### src/rtl/cpu_trace_buffer.sv
// cpu_trace_buffer: triggered multi-channel probe capture with serial scan-out readout.
// Pre/post-trigger window in a circular buffer, read back oldest-first through SDO.
module cpu_trace_buffer #(
    parameter int WIDTH = 16,
    parameter int NCH   = 4,
    parameter int DEPTH = 16,
    parameter int POST  = 8
) (
    input  logic                     Clock,
    input  logic                     Reset,
    input  logic [NCH*WIDTH-1:0]     Probe,
    input  logic                     ProbeValid,
    input  logic                     Arm,
    input  logic [1:0]               TrigMode,
    input  logic [$clog2(NCH)-1:0]   TrigCh,
    input  logic [WIDTH-1:0]         TrigValue,
    input  logic                     ExtTrig,
    input  logic                     Test,
    input  logic                     SDI,
    output logic                     SDO,
    output logic [1:0]               State,
    output logic [$clog2(DEPTH):0]   Count
);
    localparam int TW = NCH * WIDTH;
    localparam int AW = $clog2(DEPTH);
    localparam int BW = $clog2(TW);

    typedef enum logic [1:0] {IDLE, ARMED, POSTS, DONE} state_t;

    state_t          state;
    logic [TW-1:0]   mem [DEPTH];
    logic [AW-1:0]   wptr, postcnt, raddr;
    logic [AW:0]     rdpos;
    logic [BW-1:0]   bitcnt;
    logic [TW-1:0]   sh;
    logic [WIDTH-1:0] ch;
    logic            hit, restart, we, rd, load;

    assign ch      = Probe[TrigCh*WIDTH +: WIDTH];
    assign hit     = TrigMode == 2'b00 ? 1'b1 :
                     TrigMode == 2'b01 ? ch == TrigValue :
                     TrigMode == 2'b10 ? ch != TrigValue : ExtTrig;
    assign restart = Arm && !Test;
    assign we      = !restart && ProbeValid && (state == ARMED || state == POSTS);
    assign rd      = state == DONE && Test;
    assign load    = rd && bitcnt == '0 && rdpos < Count;
    // oldest retained entry sits Count slots behind the write pointer
    assign raddr   = wptr - Count[AW-1:0] + rdpos[AW-1:0];
    assign SDO     = sh[0];
    assign State   = state;

    always_ff @(posedge Clock)
        if (we) mem[wptr] <= Probe;

    always_ff @(posedge Clock or posedge Reset) begin
        if (Reset) begin
            state   <= IDLE;
            wptr    <= '0;
            postcnt <= '0;
            Count   <= '0;
            rdpos   <= '0;
            bitcnt  <= '0;
            sh      <= '0;
        end else begin
            if (restart) begin
                state  <= ARMED;
                wptr   <= '0;
                Count  <= '0;
                rdpos  <= '0;
                bitcnt <= '0;
            end else if (we) begin
                wptr <= wptr + 1'b1;
                if (Count != (AW+1)'(DEPTH)) Count <= Count + 1'b1;
                if (state == ARMED && hit) begin
                    state   <= POST == 0 ? DONE : POSTS;
                    postcnt <= AW'(POST);
                end else if (state == POSTS) begin
                    postcnt <= postcnt - 1'b1;
                    if (postcnt == AW'(1)) state <= DONE;
                end
            end
            // restart needs Test low, so it never collides with the readout updates
            if (Test) begin
                sh <= load ? mem[raddr] : {SDI, sh[TW-1:1]};
                if (rd) begin
                    bitcnt <= bitcnt == BW'(TW-1) ? '0 : bitcnt + 1'b1;
                    if (load) rdpos <= rdpos + 1'b1;
                end
            end
        end
    end
endmodule

### config.mk
export PLATFORM = sky130hd
export DESIGN_NAME = cpu_trace_buffer
export DESIGN_NICKNAME = d
export VERILOG_FILES = /design/src/rtl/cpu_trace_buffer.sv
export SDC_FILE = /design/constraint.sdc
export NUM_CORES = 1
export LEC_CHECK = 0
export ABC_AREA = 1
export ABC_CLOCK_PERIOD_IN_PS = 5300
export CORE_UTILIZATION = 36
export DETAILED_ROUTE_END_ITERATION = 12
export DONT_BUFFER_PORTS = 1
export GPL_ROUTABILITY_DRIVEN = 0
export SLEW_MARGIN = 20
export SYNTH_ARGS = -nofsm -noshare
export SYNTH_HDL_FRONTEND = slang
export SYNTH_SLANG_ARGS = --single-unit
### constraint.sdc
create_clock -name Clock -period 5.3 [get_ports Clock]
set_input_delay 0.53 -clock Clock [delete_from_list [all_inputs] [get_ports Clock]]
set_output_delay 0.53 -clock Clock [all_outputs]
set_load 0.1 [all_outputs]
### After elaboration in Yosys (flattened, before gate mapping)

Memories as Yosys holds them, arrays and structs flattened.
Cells that the tools add are included.

* register bits after elaboration: 90
* bits in writable memories: 1024
* output and inout port bits: 8
* word-level logic and storage cells: 74
* memories kept: 1

* add/sub/neg operators: 7
* $lt $le $gt $ge: 1
* equality and inequality tests: 10
* shift-type cells: 1
* mux-type cells: 26
* bitwise gates (word level): 1
* reductions and logical operators: 20

Memories
* mem: words 16, width 64, read ports 1, clocked after memory_dff 0, write ports 1, line 31 `logic [TW-1:0] mem [DEPTH];`

Operator list (number)
* 64-bit 2-to-1 mux: 1
* 64-bit by 7-bit variable part select with 16-bit output: 1
* 5-bit 2-to-1 mux: 7
* 6-bit 2-to-1 mux: 4
* 16-bit equality test: 1
* 4-bit 2-to-1 mux: 4
* 16-bit != test: 1
* 5-bit by 1-bit adder with 5-bit output (second input constant): 2
* 2-bit 2-to-1 mux: 5
* 1-bit logical AND: 7
* 6-bit by 1-bit adder with 6-bit output (second input constant): 1
* 2-bit equality test (second input constant): 3
* 6-bit equality test (second input constant): 1
* 6-bit zero test: 1
* 3-bit AND reduction: 2
* 2-bit nonzero test: 3
* 3-bit nonzero test: 2
* 5-bit less-than comparator: 1
* 1-bit 2-to-1 mux: 5
* 5-bit != test (second input constant): 1
* 4-bit by 1-bit adder with 4-bit output (second input constant): 1
* 4-bit adder: 1
* 2-bit by 1-bit equality test with 1-bit output (second input constant): 2
* 4-bit by 1-bit equality test with 1-bit output (second input constant): 1
* other kinds (7): 8

### Longest topological paths before layout

* depth after elaboration: 9
* gate-level depth with buffers: 20

### Least setup slack after synthesis

Ideal clock, no wire load.

* path kind: reg-to-reg
* start point: reg state[0] (netlist: State[0])
* end point: mem mem[11][0] (netlist bit) (enable)
* library setup time: 0.486 ns
* data arrival time: 4.563 ns
* required time: 4.814 ns
* slack: 0.250 ns
* cell stages (with the launch flop): 8
* clock period less this slack: 5.050 ns
* cell sequence: dfrtp_1 -> inv_1 -> ha_1 -> nor2_1 -> nand2_1 -> clkinv_1 -> nand2_1 -> nor2_1

* cells in the longest elaborated chain, start to end: 5

Ends and longest elaborated chain
* start, declared: line 30 `state_t state;`
* start signal, assigned: line 75 `state <= POST == 0 ? DONE : POSTS;`
* 2-bit by 1-bit equality test with 1-bit output or 2-bit equality test (tied branches): line 44 `assign we = !restart && ProbeValid && (state == ARMED || state == POSTS);`
* 1-bit logical OR (*): line 44
* 1-bit logical AND (*): line 44
* 1-bit 2-to-1 mux (*): line 53 `if (we) mem[wptr] <= Probe;`
* 1-bit 2-to-1 mux (implied by the code) (*): line 53
* end, declared: line 31

Mark *: on every way between the ends. The rest lies on a longest branch, timed or not.

### Final worst setup path

* start point: reg Count[0]
* end point: reg sh[63]

* cells in the longest elaborated chain, start to end: 4

Ends and longest elaborated chain
* start, declared: line 22 `output logic [$clog2(DEPTH):0] Count`
* start signal, assigned: line 73 `if (Count != (AW+1)'(DEPTH)) Count <= Count + 1'b1;`
* 4-bit subtractor: line 48 `assign raddr = wptr - Count[AW-1:0] + rdpos[AW-1:0];`
* 4-bit adder: line 48
* memory 16 x 64 bit
* 64-bit 2-to-1 mux (*): line 84 `sh <= load ? mem[raddr] : {SDI, sh[TW-1:1]};`
* end signal, assigned: line 84
* end, declared: line 35 `logic [TW-1:0] sh;`

Marks and branches as above.
A chain may end at the register's enable or synchronous reset.

==> flow_summary.html <==
<table>
<tr><th>Metric</th><th>Value</th></tr>
<tr><th colspan="2">Run status</th></tr>
<tr><td>Status</td><td>finished clean</td></tr>
<tr><th colspan="2">Final layout</th></tr>
<tr><td>Layout cell share with drive strength beyond 1</td><td>7.05%</td></tr>
<tr><td>Non-Filler Cell Area, Final</td><td>0.0509 mm^2</td></tr>
<tr><td>Signed area change from the synthesized netlist to the final layout</td><td>13.7%</td></tr>
<tr><td>Fill cells</td><td>11549</td></tr>
<tr><td>Fin nets</td><td>3595</td></tr>
<tr><th colspan="2">Synthesis</th></tr>
<tr><td>Area of the mapped netlist</td><td>0.0448 mm^2</td></tr>
<tr><td>Count of flip-flops with a built-in enable after synthesis</td><td>1024</td></tr>
<tr><td>Seq/Total Area, Yosys</td><td>73.7%</td></tr>
<tr><td>Post-synth top area share</td><td>68.6%</td></tr>
<tr><td>Ys Warns</td><td>0</td></tr>
<tr><td>List of most frequent post-synthesis cells</td><td>sky130_fd_sc_hd__edfxtp_1, sky130_fd_sc_hd__nor2_1, sky130_fd_sc_hd__o21ai_0</td></tr>
<tr><td>Count of different cell masters after synthesis</td><td>33</td></tr>
<tr><td>#FFs+latches synth</td><td>1114</td></tr>
<tr><td>Number of standard cells after synthesis</td><td>3486</td></tr>
<tr><td>Post-synth top area cell</td><td>sky130_fd_sc_hd__edfxtp_1</td></tr>
<tr><td>Syn nets</td><td>3602</td></tr>
<tr><td>Top cells by area in the synthesized netlist</td><td>sky130_fd_sc_hd__edfxtp_1, sky130_fd_sc_hd__o21ai_0, sky130_fd_sc_hd__nor2_1</td></tr>
<tr><td>Async SR Flop Fraction</td><td>8.08%</td></tr>
<tr><td>Dominant register cell in the synthesized netlist</td><td>sky130_fd_sc_hd__edfxtp_1</td></tr>
<tr><td>Leading cell type by number of instances after synthesis</td><td>sky130_fd_sc_hd__edfxtp_1</td></tr>
<tr><td>Post-Synthesis Mean Instance Area</td><td>12.9 um^2</td></tr>
<tr><th colspan="2">CTS</th></tr>
<tr><td>Post-CTS setup buffers</td><td>0</td></tr>
<tr><td>Total clock sinks</td><td>1114</td></tr>
<tr><td>Root Buffer</td><td>sky130_fd_sc_hd__clkbuf_16</td></tr>
<tr><td>H-tree Lvls</td><td>3</td></tr>
<tr><td>Number of buffers created by CTS</td><td>111</td></tr>
<tr><td>Worst-skew pair later-pin latency</td><td>0.71 ns</td></tr>
<tr><td>Buffer levels on the longest clock path</td><td>3</td></tr>
<tr><td>TritonCTS clock tree</td><td>built</td></tr>
<tr><td>Clock edge transition at the registers on the reported setup and hold paths</td><td>0.07 ns</td></tr>
<tr><th colspan="2">Global routing</th></tr>
<tr><td>Met2 GRT Util</td><td>32.4%</td></tr>
<tr><td>Routing usage on met3</td><td>5.37%</td></tr>
<tr><td>Grt total ovfl</td><td>0</td></tr>
<tr><td>Initial antenna violation count</td><td>26</td></tr>
<tr><td>Number of global-route vias before repair</td><td>27992</td></tr>
<tr><td>Global-route wire length before repair</td><td>195 mm</td></tr>
<tr><td>Layer with the highest usage</td><td>met2</td></tr>
<tr><td>All-Layer GR Usage</td><td>20.9%</td></tr>
<tr><td>Pin count of the biggest net entering global routing</td><td>213</td></tr>
<tr><td>Global-route met1 utilization</td><td>29.4%</td></tr>
<tr><th colspan="2">Setup path</th></tr>
<tr><td>Critical path, cell by cell</td><td>buf_4 &gt; ha_1 &gt; inv_1 &gt; ha_4 &gt; inv_1 &gt; fa_4 &gt; buf_12 &gt; o21ai_0 &gt; o221ai_1 &gt; nand2_1 &gt; o21ai_1 &gt; nand2_1 &gt; a31oi_1 &gt; dlygate4sd3_1</td></tr>
<tr><td>Startpoint type of the worst setup path</td><td>flop</td></tr>
<tr><td>Flop2flop setup slack</td><td>0.78 ns</td></tr>
<tr><td>Cell at the slowest stage of the critical path</td><td>sky130_fd_sc_hd__fa_4</td></tr>
<tr><td>Start-to-end type of the worst setup path</td><td>reg -&gt; reg</td></tr>
<tr><td>Required time at the endpoint of the critical path</td><td>5.92 ns</td></tr>
<tr><td>WP depth</td><td>14</td></tr>
<tr><td>Critical path's top delay family</td><td>buffers and inverters</td></tr>
<tr><td>Worst reg-to-reg path cell count</td><td>14</td></tr>
<tr><td>Max FO, Critical Path</td><td>169</td></tr>
<tr><td>CP arrival</td><td>5.15 ns</td></tr>
<tr><td>Endpoint kind of the worst setup timing path</td><td>flop</td></tr>
<tr><td>Largest incremental delay on the critical path</td><td>0.91 ns</td></tr>
<tr><td>Worst path bufs/invs</td><td>5</td></tr>
<tr><th colspan="2">Routing</th></tr>
<tr><td>Antenna violation net count after detailed routing</td><td>0</td></tr>
<tr><td>Remaining DRCs</td><td>0</td></tr>
<tr><td>Total vias in the final route</td><td>29502</td></tr>
<tr><td>DR vias/cell</td><td>5.65</td></tr>
<tr><td>Detailed-router iteration count before antenna repair</td><td>5</td></tr>
<tr><td>DRT Wirelength</td><td>133 mm</td></tr>
<tr><td>Average detailed-routed wire length per instance</td><td>25.5 um</td></tr>
<tr><td>Iter 0 DRT Violations</td><td>3863</td></tr>
<tr><th colspan="2">Die</th></tr>
<tr><td>Number of rows created at floorplan</td><td>129</td></tr>
<tr><td>Height of the die</td><td>355 um</td></tr>
<tr><td>Placeable Area</td><td>0.124 mm^2</td></tr>
<tr><td>Horizontal die dimension</td><td>355 um</td></tr>
<tr><td>Boundary Pins</td><td>99</td></tr>
<tr><td>Total Die Area</td><td>0.126 mm^2</td></tr>
<tr><td>Starting Density</td><td>36.2%</td></tr>
<tr><th colspan="2">Timing</th></tr>
<tr><td>Min Tclk post-route</td><td>4.52 ns</td></tr>
<tr><td>TNS Setup</td><td>0 ns</td></tr>
<tr><td>Slew at the pin with the worst max-slew slack</td><td>1.11 ns</td></tr>
<tr><td>Worst clock skew on the final layout</td><td>0.0246 ns</td></tr>
<tr><td>Total count of max-transition violations in the final report</td><td>0</td></tr>
<tr><td>Count of final hold-check violations</td><td>0</td></tr>
<tr><td>Final clock period utilization by the worst path</td><td>85.4%</td></tr>
<tr><td>Slew headroom</td><td>26.1%</td></tr>
<tr><td>Maximum clock frequency</td><td>221 MHz</td></tr>
<tr><td>Worst hold slack after final layout</td><td>0.0553 ns</td></tr>
<tr><td>Smallest setup slack after layout</td><td>0.776 ns</td></tr>
<tr><td>Unrepaired setup endpoints after global routing</td><td>false</td></tr>
<tr><td>Number of endpoints failing setup at the final stage</td><td>0</td></tr>
<tr><th colspan="2">Min path</th></tr>
<tr><td>Number of cells traversed by the worst hold path</td><td>2</td></tr>
<tr><td>Worst min-delay path category</td><td>in -&gt; reg</td></tr>
<tr><th colspan="2">Place</th></tr>
<tr><td>Placed cell areas</td><td>0.0465 mm^2</td></tr>
<tr><td>Pre-CTS worst setup slack</td><td>1.32 ns</td></tr>
<tr><td>Half-perimeter wire length after placement</td><td>62.8 mm</td></tr>
<tr><td>Number of buffers added on ports</td><td>0</td></tr>
<tr><th colspan="2">Run</th></tr>
<tr><td>Number of max-cap violations</td><td>0</td></tr>
</table>
-- stage by stage --
stage	utilization (%)	std cells
after floorplan	-	3486
after global placement	37.6	4926
after detailed placement	37.6	4926
after CTS	41.2	5214
after global routing	41.2	5219
final	41.2	5223
-- placed cells by master (no fill, tap or decap), types with 3 or more instances in the layout --
cell type / count
sky130_fd_sc_hd__a31oi_1: 66
sky130_fd_sc_hd__edfxtp_1: 1024
sky130_fd_sc_hd__a211oi_1: 3
sky130_fd_sc_hd__clkinv_2: 32
sky130_fd_sc_hd__nor3_1: 4
sky130_fd_sc_hd__clkbuf_1: 18
sky130_fd_sc_hd__a21oi_1: 14
sky130_fd_sc_hd__inv_1: 46
sky130_fd_sc_hd__nor2_1: 598
sky130_fd_sc_hd__clkinv_1: 27
sky130_fd_sc_hd__o21ai_0: 524
sky130_fd_sc_hd__dlygate4sd3_1: 74
sky130_fd_sc_hd__clkinv_4: 3
sky130_fd_sc_hd__diode_2: 9
sky130_fd_sc_hd__buf_4: 40
sky130_fd_sc_hd__o221ai_1: 256
sky130_fd_sc_hd__nor2_4: 16
sky130_fd_sc_hd__ha_1: 21
sky130_fd_sc_hd__buf_12: 15
sky130_fd_sc_hd__o21ai_1: 64
sky130_fd_sc_hd__nand2_1: 347
sky130_fd_sc_hd__nand3b_1: 14
sky130_fd_sc_hd__clkbuf_16: 113
sky130_fd_sc_hd__inv_6: 5
sky130_fd_sc_hd__dfrtp_1: 90
sky130_fd_sc_hd__bufinv_16: 8
sky130_fd_sc_hd__clkbuf_8: 4
sky130_fd_sc_hd__nand3_1: 117
sky130_fd_sc_hd__nor4_1: 4
sky130_fd_sc_hd__xnor2_1: 5
-- metal layers --
metal / vias to the layer above / wire length [um]
met5: - / 206
met4: 30 / 2660
met3: 224 / 13200
met2: 1344 / 60900
met1: 14852 / 56400
li1: 13052 / -
-- what timing repair did --
| item | 4_1_cts | 5_1_grt |
|---|---|---|
| endpoints found under the hold margin | 1108 | 0 |
| resized for setup | 0 | 0 |
| hold buffers | 77 | 0 |
-- registers in the layout, indices dropped and copies added (netlist names) --
signal,flops
Count,5
State,2
bitcnt,6
mem,1024
postcnt,4
rdpos,5
sh,64
wptr,4
-- final cells by class --
type	count	area, um^2	area share (%)
Clock inverter	76	631	1.24
Inverter	54	233	0.457
Antenna cell	9	22.5	0.0442
Timing Repair Buffer	130	1370	2.69
Multi-Input combinational cell	2068	10700	21.0
Sequential cell	1114	33000	64.8
Clock buffer	135	2950	5.79
Tap cell	1637	2050	4.02
-- cell families after synthesis --
| kind of cell | Yosys count | share of synthesized area, % |
|---|---|---|
| and+or+nand+nor | 1103 | 9.74 |
| AOI/OAI and AO/OA | 931 | 12.8 |
| adders and majority gates | 25 | 0.749 |
| xor gates and xnor gates | 9 | 0.176 |
| DFF | 1114 | 73.7 |
| buffers and inverters | 304 | 2.89 |
-- path summary, 6_finish.rpt --
kind / endpoint / startpoint
worst min-delay path: sh[23]$_DFFE_PP0P_ / Test
max in group asynchronous: sh[43]$_DFFE_PP0P_ / Reset
worst min register to register: postcnt[3]$_DFFE_PP0P_ / postcnt[3]$_DFFE_PP0P_
worst max register to register: sh[63]$_DFFE_PP0P_ / Count[0]$_DFFE_PP0P_
worst max-delay path: sh[63]$_DFFE_PP0P_ / Count[0]$_DFFE_PP0P_
min in group asynchronous: State[0]$_DFFE_PP0P_ / Reset
Power is left out: the tool's default activity adds up to more than one toggle a clock period on the data nets, which glitch-free logic cannot reach.
